File: src/rtl/seq_mul_ctrl_pkg.sv
// rtl/seq_mul_ctrl_pkg.sv - shared types and widths for the seq_mul arbiter slice
// Contents: controller state enum, operand/product widths, requester-ID width helper.
package seq_mul_ctrl_pkg;

  typedef enum logic [1:0] {
    ST_IDLE,
    ST_START,
    ST_RUN,
    ST_RESP
  } state_e;

  localparam int OP_W   = 4;
  localparam int PROD_W = 8;

  // Width of a requester index; never narrower than one bit.
  function automatic int id_w(input int n);
    return (n <= 2) ? 1 : $clog2(n);
  endfunction

endpackage

File: src/rtl/rr_arbiter.sv
// rtl/rr_arbiter.sv - combinational round-robin pick starting at a pointer
// Ports:
//   req_i     - request vector
//   ptr_i     - highest-priority index for this pick
//   grant_o   - one-hot grant (zero when no request)
//   winner_o  - encoded index of the granted request
//   any_req_o - at least one request is set
module rr_arbiter
  import seq_mul_ctrl_pkg::*;
#(
  parameter int NUM_REQ = 4,
  parameter int ID_W    = id_w(NUM_REQ)
) (
  input  logic [NUM_REQ-1:0] req_i,
  input  logic [ID_W-1:0]    ptr_i,
  output logic [NUM_REQ-1:0] grant_o,
  output logic [ID_W-1:0]    winner_o,
  output logic               any_req_o
);

  int              idx;
  logic [ID_W-1:0] idx_l;

  // Walk upward from ptr_i with wrap; the first set bit wins.
  always_comb begin
    grant_o   = '0;
    winner_o  = '0;
    any_req_o = 1'b0;
    idx       = 0;
    idx_l     = '0;
    for (int k = 0; k < NUM_REQ; k++) begin
      idx = int'(ptr_i) + k;
      if (idx >= NUM_REQ) idx = idx - NUM_REQ;
      idx_l = ID_W'(idx);
      if (!any_req_o && req_i[idx_l]) begin
        any_req_o = 1'b1;
        winner_o  = idx_l;
      end
    end
    if (any_req_o) grant_o[winner_o] = 1'b1;
  end

endmodule

File: src/rtl/seq_mul_arbiter.sv
// rtl/seq_mul_arbiter.sv - round-robin sharing of one sequential 4x4 multiplier
// Optional: define SEQ_MUL_ZERO_BYPASS_EN to answer zero-operand requests without the multiplier.
// Ports:
//   clk, reset            - clock, synchronous active-high reset
//   req_valid/req_a/req_b - per-requester request and packed operands (4 bits per lane)
//   req_ready             - one-hot grant, only while idle
//   mul_start/mul_a/mul_b - drive to seq_mul; mul_op is its product
//   rsp_valid/rsp_ready   - response handshake; rsp_id/rsp_data carry requester and product
//   busy                  - controller not idle
module seq_mul_arbiter
  import seq_mul_ctrl_pkg::*;
#(
  parameter  int NUM_REQ    = 4,
  parameter  int MUL_CYCLES = 5,
  localparam int ID_W       = id_w(NUM_REQ)
) (
  input  logic                     clk,
  input  logic                     reset,
  input  logic [NUM_REQ-1:0]       req_valid,
  input  logic [OP_W*NUM_REQ-1:0]  req_a,
  input  logic [OP_W*NUM_REQ-1:0]  req_b,
  output logic [NUM_REQ-1:0]       req_ready,
  output logic                     mul_start,
  output logic [OP_W-1:0]          mul_a,
  output logic [OP_W-1:0]          mul_b,
  input  logic [PROD_W-1:0]        mul_op,
  output logic                     rsp_valid,
  input  logic                     rsp_ready,
  output logic [ID_W-1:0]          rsp_id,
  output logic [PROD_W-1:0]        rsp_data,
  output logic                     busy
);

  localparam int              CNT_W    = $clog2(MUL_CYCLES + 1);
  localparam logic [CNT_W-1:0] CNT_LOAD = CNT_W'(MUL_CYCLES - 1);
  localparam logic [ID_W-1:0]  LAST_ID  = ID_W'(NUM_REQ - 1);

  state_e              state_q, state_d;
  logic [ID_W-1:0]     rr_q, rr_d;
  logic [CNT_W-1:0]    cnt_q, cnt_d;
  logic [OP_W-1:0]     a_q, a_d, b_q, b_d;
  logic [ID_W-1:0]     id_q, id_d;
  logic [ID_W-1:0]     rsp_id_q, rsp_id_d;
  logic [PROD_W-1:0]   rsp_data_q, rsp_data_d;

  logic [NUM_REQ-1:0]  grant;
  logic [ID_W-1:0]     winner;
  logic                any_req;
  logic [OP_W-1:0]     win_a, win_b;

  rr_arbiter #(
    .NUM_REQ (NUM_REQ),
    .ID_W    (ID_W)
  ) u_rr (
    .req_i     (req_valid),
    .ptr_i     (rr_q),
    .grant_o   (grant),
    .winner_o  (winner),
    .any_req_o (any_req)
  );

  // Operand mux for the winning lane.
  always_comb begin
    win_a = '0;
    win_b = '0;
    for (int i = 0; i < NUM_REQ; i++) begin
      if (winner == ID_W'(i)) begin
        win_a = req_a[i*OP_W +: OP_W];
        win_b = req_b[i*OP_W +: OP_W];
      end
    end
  end

  always_comb begin
    state_d    = state_q;
    rr_d       = rr_q;
    cnt_d      = cnt_q;
    a_d        = a_q;
    b_d        = b_q;
    id_d       = id_q;
    rsp_id_d   = rsp_id_q;
    rsp_data_d = rsp_data_q;
    case (state_q)
      ST_IDLE: begin
        if (any_req) begin
          a_d     = win_a;
          b_d     = win_b;
          id_d    = winner;
          rr_d    = (winner == LAST_ID) ? '0 : winner + 1'b1;
          state_d = ST_START;
`ifdef SEQ_MUL_ZERO_BYPASS_EN
          // A zero operand makes the product known; skip the multiplier entirely.
          if (win_a == '0 || win_b == '0) begin
            rsp_data_d = '0;
            rsp_id_d   = winner;
            state_d    = ST_RESP;
          end
`endif
        end
      end
      ST_START: begin
        cnt_d   = CNT_LOAD;
        state_d = ST_RUN;
      end
      ST_RUN: begin
        // counter==0 marks the last RUN cycle, when mul_op has settled.
        if (cnt_q == '0) begin
          rsp_data_d = mul_op;
          rsp_id_d   = id_q;
          state_d    = ST_RESP;
        end else begin
          cnt_d = cnt_q - 1'b1;
        end
      end
      ST_RESP: begin
        if (rsp_ready) state_d = ST_IDLE;
      end
      default: state_d = ST_IDLE;
    endcase
  end

  always_ff @(posedge clk) begin
    if (reset) begin
      state_q    <= ST_IDLE;
      rr_q       <= '0;
      cnt_q      <= '0;
      a_q        <= '0;
      b_q        <= '0;
      id_q       <= '0;
      rsp_id_q   <= '0;
      rsp_data_q <= '0;
    end else begin
      state_q    <= state_d;
      rr_q       <= rr_d;
      cnt_q      <= cnt_d;
      a_q        <= a_d;
      b_q        <= b_d;
      id_q       <= id_d;
      rsp_id_q   <= rsp_id_d;
      rsp_data_q <= rsp_data_d;
    end
  end

  // Grant is masked during reset so nothing is handshaken that will be discarded.
  assign req_ready = (state_q == ST_IDLE && !reset) ? grant : '0;
  assign mul_start = (state_q == ST_START);
  assign mul_a     = a_q;
  assign mul_b     = b_q;
  assign rsp_valid = (state_q == ST_RESP);
  assign rsp_id    = rsp_id_q;
  assign rsp_data  = rsp_data_q;
  assign busy      = (state_q != ST_IDLE);

endmodule

File: config.mk
export PLATFORM = sky130hd
export DESIGN_NAME = seq_mul_arbiter
export DESIGN_NICKNAME = d
export VERILOG_FILES = /design/src/rtl/seq_mul_ctrl_pkg.sv /design/src/rtl/rr_arbiter.sv /design/src/rtl/seq_mul_arbiter.sv
export SDC_FILE = /design/constraint.sdc
export NUM_CORES = 1
export LEC_CHECK = 0
export ABC_AREA = 1
export CORE_ASPECT_RATIO = 0.8
export CORE_UTILIZATION = 35
export CTS_BUF_LIST = sky130_fd_sc_hd__clkbuf_4 sky130_fd_sc_hd__clkbuf_8
export CTS_CLUSTER_SIZE = 30
export DETAILED_ROUTE_END_ITERATION = 10
export GPL_ROUTABILITY_DRIVEN = 0
export PLACE_DENSITY = 0.73
export SYNTH_ARGS = -nofsm -noshare
export SYNTH_HDL_FRONTEND = slang
export SYNTH_HIERARCHICAL = 1
export SYNTH_SLANG_ARGS = --single-unit
File: constraint.sdc
create_clock -name clk -period 3.9 [get_ports clk]
set_clock_uncertainty 0.05 [all_clocks]
set_input_delay 0.78 -clock clk [delete_from_list [all_inputs] [get_ports clk]]
set_output_delay 0.78 -clock clk [all_outputs]
set_load 0.1 [all_outputs]
Yosys cells after proc, flatten, opt, wreduce, memory -nomap -nowiden
Cells that the tools add are included.
{ "word_totals": {"ff_bits": 27, "latch_bits": 0, "ramBits": 0, "mem_bits_ro": 0, "output_inout_bits": 25, "memories": 0} }
{ "op_classes": {"n_addsub": 9, "mul": 0, "n_div": 0, "magnitude_cmp": 10, "n_eq_ne": 10, "n_shift": 0, "n_mux": 39, "n_bitwise": 0, "reduce_logical": 18} }
{ "ops": {"columns": ["operator", "count"], "rows": [
  ["$mux 4", 10],
  ["$mux 2", 12],
  ["$lt 2x3->1 const B", 5],
  ["$ge 3x3->1 const B", 3],
  ["$mux 1", 9],
  ["$bmux 1 s2", 4],
  ["$eq 2x2->1 const B", 4],
  ["$pmux 2 s4", 1],
  ["$sub 2x1->2 const B", 4],
  ["$add 2x2->3 const B", 2],
  ["$ne 2x2->1 const B", 3],
  ["$pmux 3 s2", 1],
  ["$reduce_and 2->1", 3],
  ["$logic_and 1x1->1", 5],
  ["$eq 2x1->1 const B", 2],
  ["$logic_not 1->1", 4],
  ["$logic_not 2->1", 2],
  ["$reduce_bool 2->1", 2],
  ["$add 2x1->3 const B", 1],
  ["$ge 2x3->1 const B", 1],
  ["$logic_not 3->1", 1],
  ["$mux 3", 1],
  ["$reduce_and 3->1", 1],
  ["$sub 3x1->3 const B", 1],
  ["4 further kinds", 4]
]} }

Longest topological paths before layout
{ "depth": {"word_depth": 20, "depth_mapped": 20, "ltp_nobuf": 18} }

Hierarchy
The synthesis kept the hierarchy.
{ "modules_own_cells": {"columns": ["module", "n_inst", "cells_per_inst", "area_each_um2", "seq_area_each_um2"], "rows": [
  ["seq_mul_arbiter", 1, 227, 1525.2, 540.5],
  ["rr_arbiter", 1, 70, 386.6, 0.0]
]} }

Worst setup path before layout
Ideal clock, no wire load.
{ "synth_timing": {"path_type": "input to output", "startpoint": "input req_valid[3]", "endpoint": "output req_ready[3]", "t_arrival_ns": 2.791, "required_time_ns": 3.070, "setup_slack_ns": 0.279, "path_stages": 13, "path_cell_list": "inv_1 nand2_1 nand3_2 nand2_2 inv_2 nand3_2 nand2_1 inv_2 nand2_2 inv_2 nor2_2 inv_1 nor2_1"} }
{ "synth_between": {"elab_chain_cells": 18, "word_cells_on_any_way": 29} }
{ "synth_lines": {"columns": ["element", "line", "text"], "rows": [
  ["start, declared", "seq_mul_arbiter.sv:19", "input logic [NUM_REQ-1:0] req_valid,"],
  ["$bmux 1 s2", "rr_arbiter.sv:35", "if (!any_req_o && req_i[idx_l]) begin"],
  ["$mux 1 (implied by the code)", "rr_arbiter.sv:35", null],
  ["$mux 1", "rr_arbiter.sv:35", null],
  ["$logic_not 1->1", "rr_arbiter.sv:35", null],
  ["$logic_and 1x1->1", "rr_arbiter.sv:35", null],
  ["$mux 1", "rr_arbiter.sv:35", null],
  ["$logic_not 1->1", "rr_arbiter.sv:35", null],
  ["$logic_and 1x1->1", "rr_arbiter.sv:35", null],
  ["[4 not listed]", null, null],
  ["via winner[1]", "seq_mul_arbiter.sv:47", "logic [ID_W-1:0] winner;"],
  ["$lt 2x3->1 (implied by the code) or $ge 2x1->1 (tied branches)", "rr_arbiter.sv:40", "if (any_req_o) grant_o[winner_o] = 1'b1;"],
  ["$logic_and 1x1->1 (implied by the code)", "rr_arbiter.sv:40", null],
  ["$mux 1 (implied by the code)", "rr_arbiter.sv:40", null],
  ["$demux 1 s2 (*)", null, null],
  ["$mux 4 (*)", "rr_arbiter.sv:40", null],
  ["via grant[3]", "seq_mul_arbiter.sv:46", "logic [NUM_REQ-1:0] grant;"],
  ["$mux 4 (*)", "seq_mul_arbiter.sv:145", "assign req_ready = (state_q == ST_IDLE && !reset) ? grant : '0;"],
  ["end, declared", "seq_mul_arbiter.sv:22", "output logic [NUM_REQ-1:0] req_ready,"]
]} }
The timed path passes the listed nets; every way through them passes the cells marked *. The select of a mux whose other input is x is not followed.

Worst setup path after layout
Ends and elaborated chain as after synthesis.

==> parameters.txt <==
Parameter                              Value

Setup path
  Worst Setup Path Type ... in2out
  Worst Setup End Kind ... primary output
  Endpoint required time on the critical path ... 3.07 ns
  Critical Path Source Type ... input port
  Highest-delay cell along the critical path ... sky130_fd_sc_hd__clkdlybuf4s50_1
  Worst-path maximum fanout ... 7
  Signal arrival time at the worst endpoint ... 2.52 ns
  Worst path max stage delay ... 0.41 ns
  Critical path, cell by cell ... clkdlybuf4s50_1 > inv_1 > nand2_1 > nand3_2 > nand2_2 > nor2_4 > nand4_1 > nand2_2 > inv_2 > nor2_2 > inv_1 > nor2_1 > buf_12
  R2r worst-path depth ... 16

STA
  Worst setup margin ... 0.546 ns
  Unrepaired setup endpoints after global routing ... false
  Fmax ... 298 MHz
  Max-slew violation count ... 0
  Setup-failing EPs final ... 0
  Minimum period implied by the final worst setup slack ... 3.35 ns
  Setup_tns ... 0 ns
  Hold Violations, Final ... 0
  Worst-case headroom to the max-slew limit ... 0.332
  Final worst hold slack ... 0.396 ns
  Measured slew at the worst slew-check pin ... 1.00 ns
  Final cycle utilization of the critical path ... 0.860

CTS
  Count of buffers added by post-CTS timing repair for setup ... 0
  Cts repair resizes ... 0
  Clock sink count ... 27
  Count of hold-fix buffers inserted at cts ... 0
  Clock tree from TritonCTS ... built
  Count of H-tree levels built during CTS ... 1
  Clock slew at reported path FFs ... 0.08 ns
  CTS buffer count ... 3
  Clock network latency to the later pin of the worst-skew pair ... 0.27 ns
  Buffer levels on the longest clock path ... 2
  Root buffer cell ... sky130_fd_sc_hd__clkbuf_8

Hold path
  Hold WC Path Type ... reg2reg
  Depth of the worst hold-timing path ... 2

Logic synthesis
  Seq cells post-synth ... 27
  Sequential area share after synthesis ... 0.283
  Top-area cell type share of the netlist area ... 0.283
  Number of standard cells after synthesis ... 297
  Cell type with the largest total area after synthesis ... sky130_fd_sc_hd__dfxtp_1
  Mean instance size in the synthesized netlist ... 6.44 sq um
  YS warnings ... 6
  Distinct cells, synth ... 28
  Post-Synthesis Cell Area ... 1910 sq um
  Top post-synthesis cells by area ... sky130_fd_sc_hd__dfxtp_1 28%, sky130_fd_sc_hd__nand2_1 16%, sky130_fd_sc_hd__a21oi_1 9.4%
  Post-Syn Nets ... 355
  Async S/R FF share, synth ... 0
  Dominant synthesized flop cell ... sky130_fd_sc_hd__dfxtp_1
  Count of flip-flops with a built-in enable after synthesis ... 0

Global route
  Number of antenna violations at the first check in global routing ... 0
  Total routing usage reported by global routing ... 0.161
  Largest net degree at the start of global routing ... 22
  Vias in the first global route ... 1,744
  Leftover overflow at the end of global routing ... 0
  First-pass GRT wire length ... 7560 um

Drt
  Final wirelength ... 4610 um
  Post-detailed-route DRC marker count ... 8
  Post-DR vias/cell ... 4.59
  Routed wirelength normalized by instance count ... 10.8 um
  Detailed Routing Iterations Pass 1 ... 7
  Antenna-violating nets left ... 0
  Detailed Route Iter0 Violations ... 87
  Total vias in the final route ... 1,950

Outcome
  Outcome ... finished with violations
  Violated checks ... DRC

Floorplan
  Core area ... 5120 sq um
  Chip width ... 84.6 um
  DIE AREA ... 5760 sq um
  Number of placed I/O pins ... 72
  Placement row count ... 23
  Initial core utilization ... 0.373
  Die Ht ... 68.1 um

Layout
  Core occupancy in the finished layout ... 0.532
  Diode count ... 0
  Area growth from synthesis to final layout ... 42.5%
  Most common cell after layout, fill and taps aside ... sky130_fd_sc_hd__nand2_1
  Share of final-layout standard cells stronger than drive strength 1 ... 0.129
  Post-layout nets ... 422
  Top library cells by usage in the layout, fill and taps aside ... 83 x sky130_fd_sc_hd__nand2_1, 66 x sky130_fd_sc_hd__clkdlybuf4s50_1, 46 x sky130_fd_sc_hd__inv_1, 36 x sky130_fd_sc_hd__a21oi_1, 27 x sky130_fd_sc_hd__dfxtp_1
  Post-route cell area ... 2730 sq um

Placed design
  Worst slack at placement ... 0.566 ns
  Buffers added on ports ... 71
  Placement Cell Area ... 2680 sq um
  Post-DP HPWL ... 3550 um

Pwr
  Lkg Pwr ... 1.28 nW
  Peak supply drop ... 0.000691 V
  Power density over the cells ... 942 nW/um^2

Run
  Max-capacitance violation count ... 0
critical path, delay by kind of cell:
kind                   cells  cell delay, ns
and+or+nand+nor            8            0.96
buffers and inverters      5            0.78
per-layer routing:
| layer | GRT usage | vias to the layer above | part of all wire |
|---|---|---|---|
| li1 | - | 1052 | - |
| met5 | 0 | - | 0 |
| met3 | 0.0446 | 3 | 0.090 |
| met1 | 0.215 | 840 | 0.48 |
| met4 | 0.0127 | 0 | 0.0017 |
| met2 | 0.273 | 55 | 0.42 |
kinds of logic (layout without fill, tap and decap cells):
family | count (synthesis) | count (layout) | synth area share
AND/OR/NAND/NOR | 136 | 136 | 0.333
buffers and inverters | 64 | 130 | 0.149
AO/OA/AOI/OAI | 59 | 59 | 0.164
flip-flops | 27 | 27 | 0.283
adder cells (fa/ha/maj) | 11 | 11 | 0.0720
report_power, final:
part           internal (W)  switching [W]
logic              0.000582        0.00139
registers          0.000364      0.0000661
clock network     0.0000801      0.0000854
Yosys cell counts (3+ instances only):
cell and count:
sky130_fd_sc_hd__inv_1 46, sky130_fd_sc_hd__ha_1 11, sky130_fd_sc_hd__o21ai_0 18, sky130_fd_sc_hd__nand2_2 13, sky130_fd_sc_hd__dfxtp_1 27, sky130_fd_sc_hd__nand3_2 6
sky130_fd_sc_hd__nand2_4 3, sky130_fd_sc_hd__a21oi_1 36, sky130_fd_sc_hd__inv_2 5, sky130_fd_sc_hd__nor2_1 13, sky130_fd_sc_hd__buf_6 3, sky130_fd_sc_hd__nand3_1 12
sky130_fd_sc_hd__buf_2 3, sky130_fd_sc_hd__nand2_1 83
metrics by stage:
step	cells	power, W
floorplan	297	0.00202
global placement	421	0.00238
detailed placement	421	0.00241
CTS	425	0.00258
global route	425	0.00278
finish	425	0.00257
flip-flops by register name, indices dropped and copies added, names as in the netlist:
name      count
mul_b         4
cnt_q         3
rsp_id        2
rr_q          2
mul_a         4
state_q       2
id_q          2
rsp_data      8
worst paths after layout:
kind	start	to	slack (ns)
min	rsp_data[3]	rsp_data[3]	0.40
min reg2reg	rsp_data[3]	rsp_data[3]	0.40
max reg2reg	rr_q[0]	mul_b[2]	1.13
max	req_valid[3]	req_ready[3]	0.55
area by class of cell:
| class | instances | area (sq um) |
|---|---|---|
| Clock buffer | 4 | 48.8 |
| Fill cell | 508 | 2400 |
| Tap cell | 62 | 77.6 |
| Timing Repair Buffer | 73 | 763 |
| Multi-Input combinational cell | 206 | 1090 |
| Sequential cell | 27 | 541 |
| Inverter | 53 | 208 |
Note: power is estimated with default switching activity, not from simulation.
==> variant, RTL diff (same flow settings) <==
Encoding of `state_e`: now Gray code (2 bits for 4 states).
--- a/src/rtl/seq_mul_ctrl_pkg.sv
+++ b/src/rtl/seq_mul_ctrl_pkg.sv
@@ -5,6 +5,6 @@
   typedef enum logic [1:0] {
-    ST_IDLE,
-    ST_START,
-    ST_RUN,
-    ST_RESP
+    ST_IDLE  = 2'b00,
+    ST_START = 2'b01,
+    ST_RUN   = 2'b11,
+    ST_RESP  = 2'b10
   } state_e;
Behaviour: same outputs for any inputs over 10 cycles, from zero or initial values and one cycle with reset high; not proved beyond that.
==> variant against the original RTL <==
  * Design area decreased by 2.9%
  * Setup slack gained 0.0036 ns
  * Largest cell class unchanged
  * Critical endpoint unchanged
  * Largest power group unchanged
  * Synthesized cell count down 2.0%
  * Die area fell by 4.7%
  * Synthesized area is 4.8% lower
  * Total power decreased by 22%
  * Core utilization shrank 0.35 points
  * First-iteration DRC count shrank 22%
  * Sequential share of layout area grew 0.59 points
  * Combinational power is 26% lower
  * Routed wire length fell by 7.9%
  * Sequential cell count unchanged
==> variant: results (changes against the original RTL) <==
status complete, no violations (was complete, but fails checks); Via density 4.530 (was 4.588); fraction of area in multi-input gates 39.62% (was 39.90%); Avg Cell Area, Syn 6.256 um^2 (was 6.437 um^2); Post-Route WL 4248 um (was 4611 um); first-pass GRT wire length 6982 um (was 7555 um); Synth area leaders dfxtp_1, nand2_1, nor2_1, a21oi_1, inv_1 (was dfxtp_1, nand2_1, a21oi_1, inv_1, ha_1); final std cells w/o fill 419 (was 425); multi-input gates 211 (was 206); reg2reg path depth 14 (was 16); vias in the first global route 1696 (was 1744); slew margin rel. 33.19% (was 33.15%); Starting DRT DRC Count 68 (was 87); Tmin final 3.351 ns (was 3.354 ns); crit-path max FO 4 (was 7); RR Endpoint mul_a[0] (was mul_b[2]); GRT Total Usage 16.42% (was 16.11%); clock buf count 3 (was 4); placed cell area 2597 um^2 (was 2676 um^2); Seq area share 20.43% (was 19.83%); Leak Pwr 1.227 nW (was 1.280 nW); met3 WL post-DR 353 um (was 416 um); Clock-cell share 1.844% (was 1.791%); HPWL after detailed placement 3368 um (was 3551 um); Peak supply drop 432.9 uV (was 690.6 uV); worst hold endpoint cnt_q[0] (was rsp_data[3]); HP Start cnt_q[0] (was rsp_data[3]); PwrDens 753.7 nW/um^2 (was 942.0 nW/um^2); post-synthesis sequential area ratio 29.69% (was 28.27%); post-synthesis net count 344 (was 355); met3 Use GR 6.301% (was 4.463%); Post-synth top cells nand2_1, nor2_1, inv_1, a21oi_1, dfxtp_1 (was nand2_1, inv_1, a21oi_1, dfxtp_1, o21ai_0); die width 82.64 um (was 84.63 um)
-- variant: changes by cell type after synthesis, moves of 2 or more --
cell,delta
inv_2,+2
inv_1,-12
o21ai_0,-11
buf_2,+2
nand3_1,-2
nand2_1,-3
a21oi_1,-9
o21ai_1,+10
nor2_1,+25
ha_1,-5
-- variant: critical path, cell delays in order --
cell             delay [ns]
clkdlybuf4s50_1        0.47
inv_1                  0.05
nand2_1                0.08
nand3_1                0.14
o21ai_2                0.10
inv_1                  0.09
nand3_2                0.13
nand3_2                0.13
nor2_2                 0.11
inv_1                  0.04
nor2_1                 0.18
buf_12                 0.20
-- variant: report_power, final --
part	switching, mW	internal (mW)	leakage [nW]
clock	0.0849	0.0725	0.0217
combinational	0.999	0.457	0.984
sequential	0.0500	0.330	0.221
total	1.13	0.860	1.23
-- variant: kinds of logic after synthesis --
family / share of synthesized area, %
AND/OR/NAND/NOR: 39.04
buffers and inverters: 12.71
AO/OA/AOI/OAI: 14.43
flip-flops: 29.69
adder cells (fa/ha/maj): 4.124
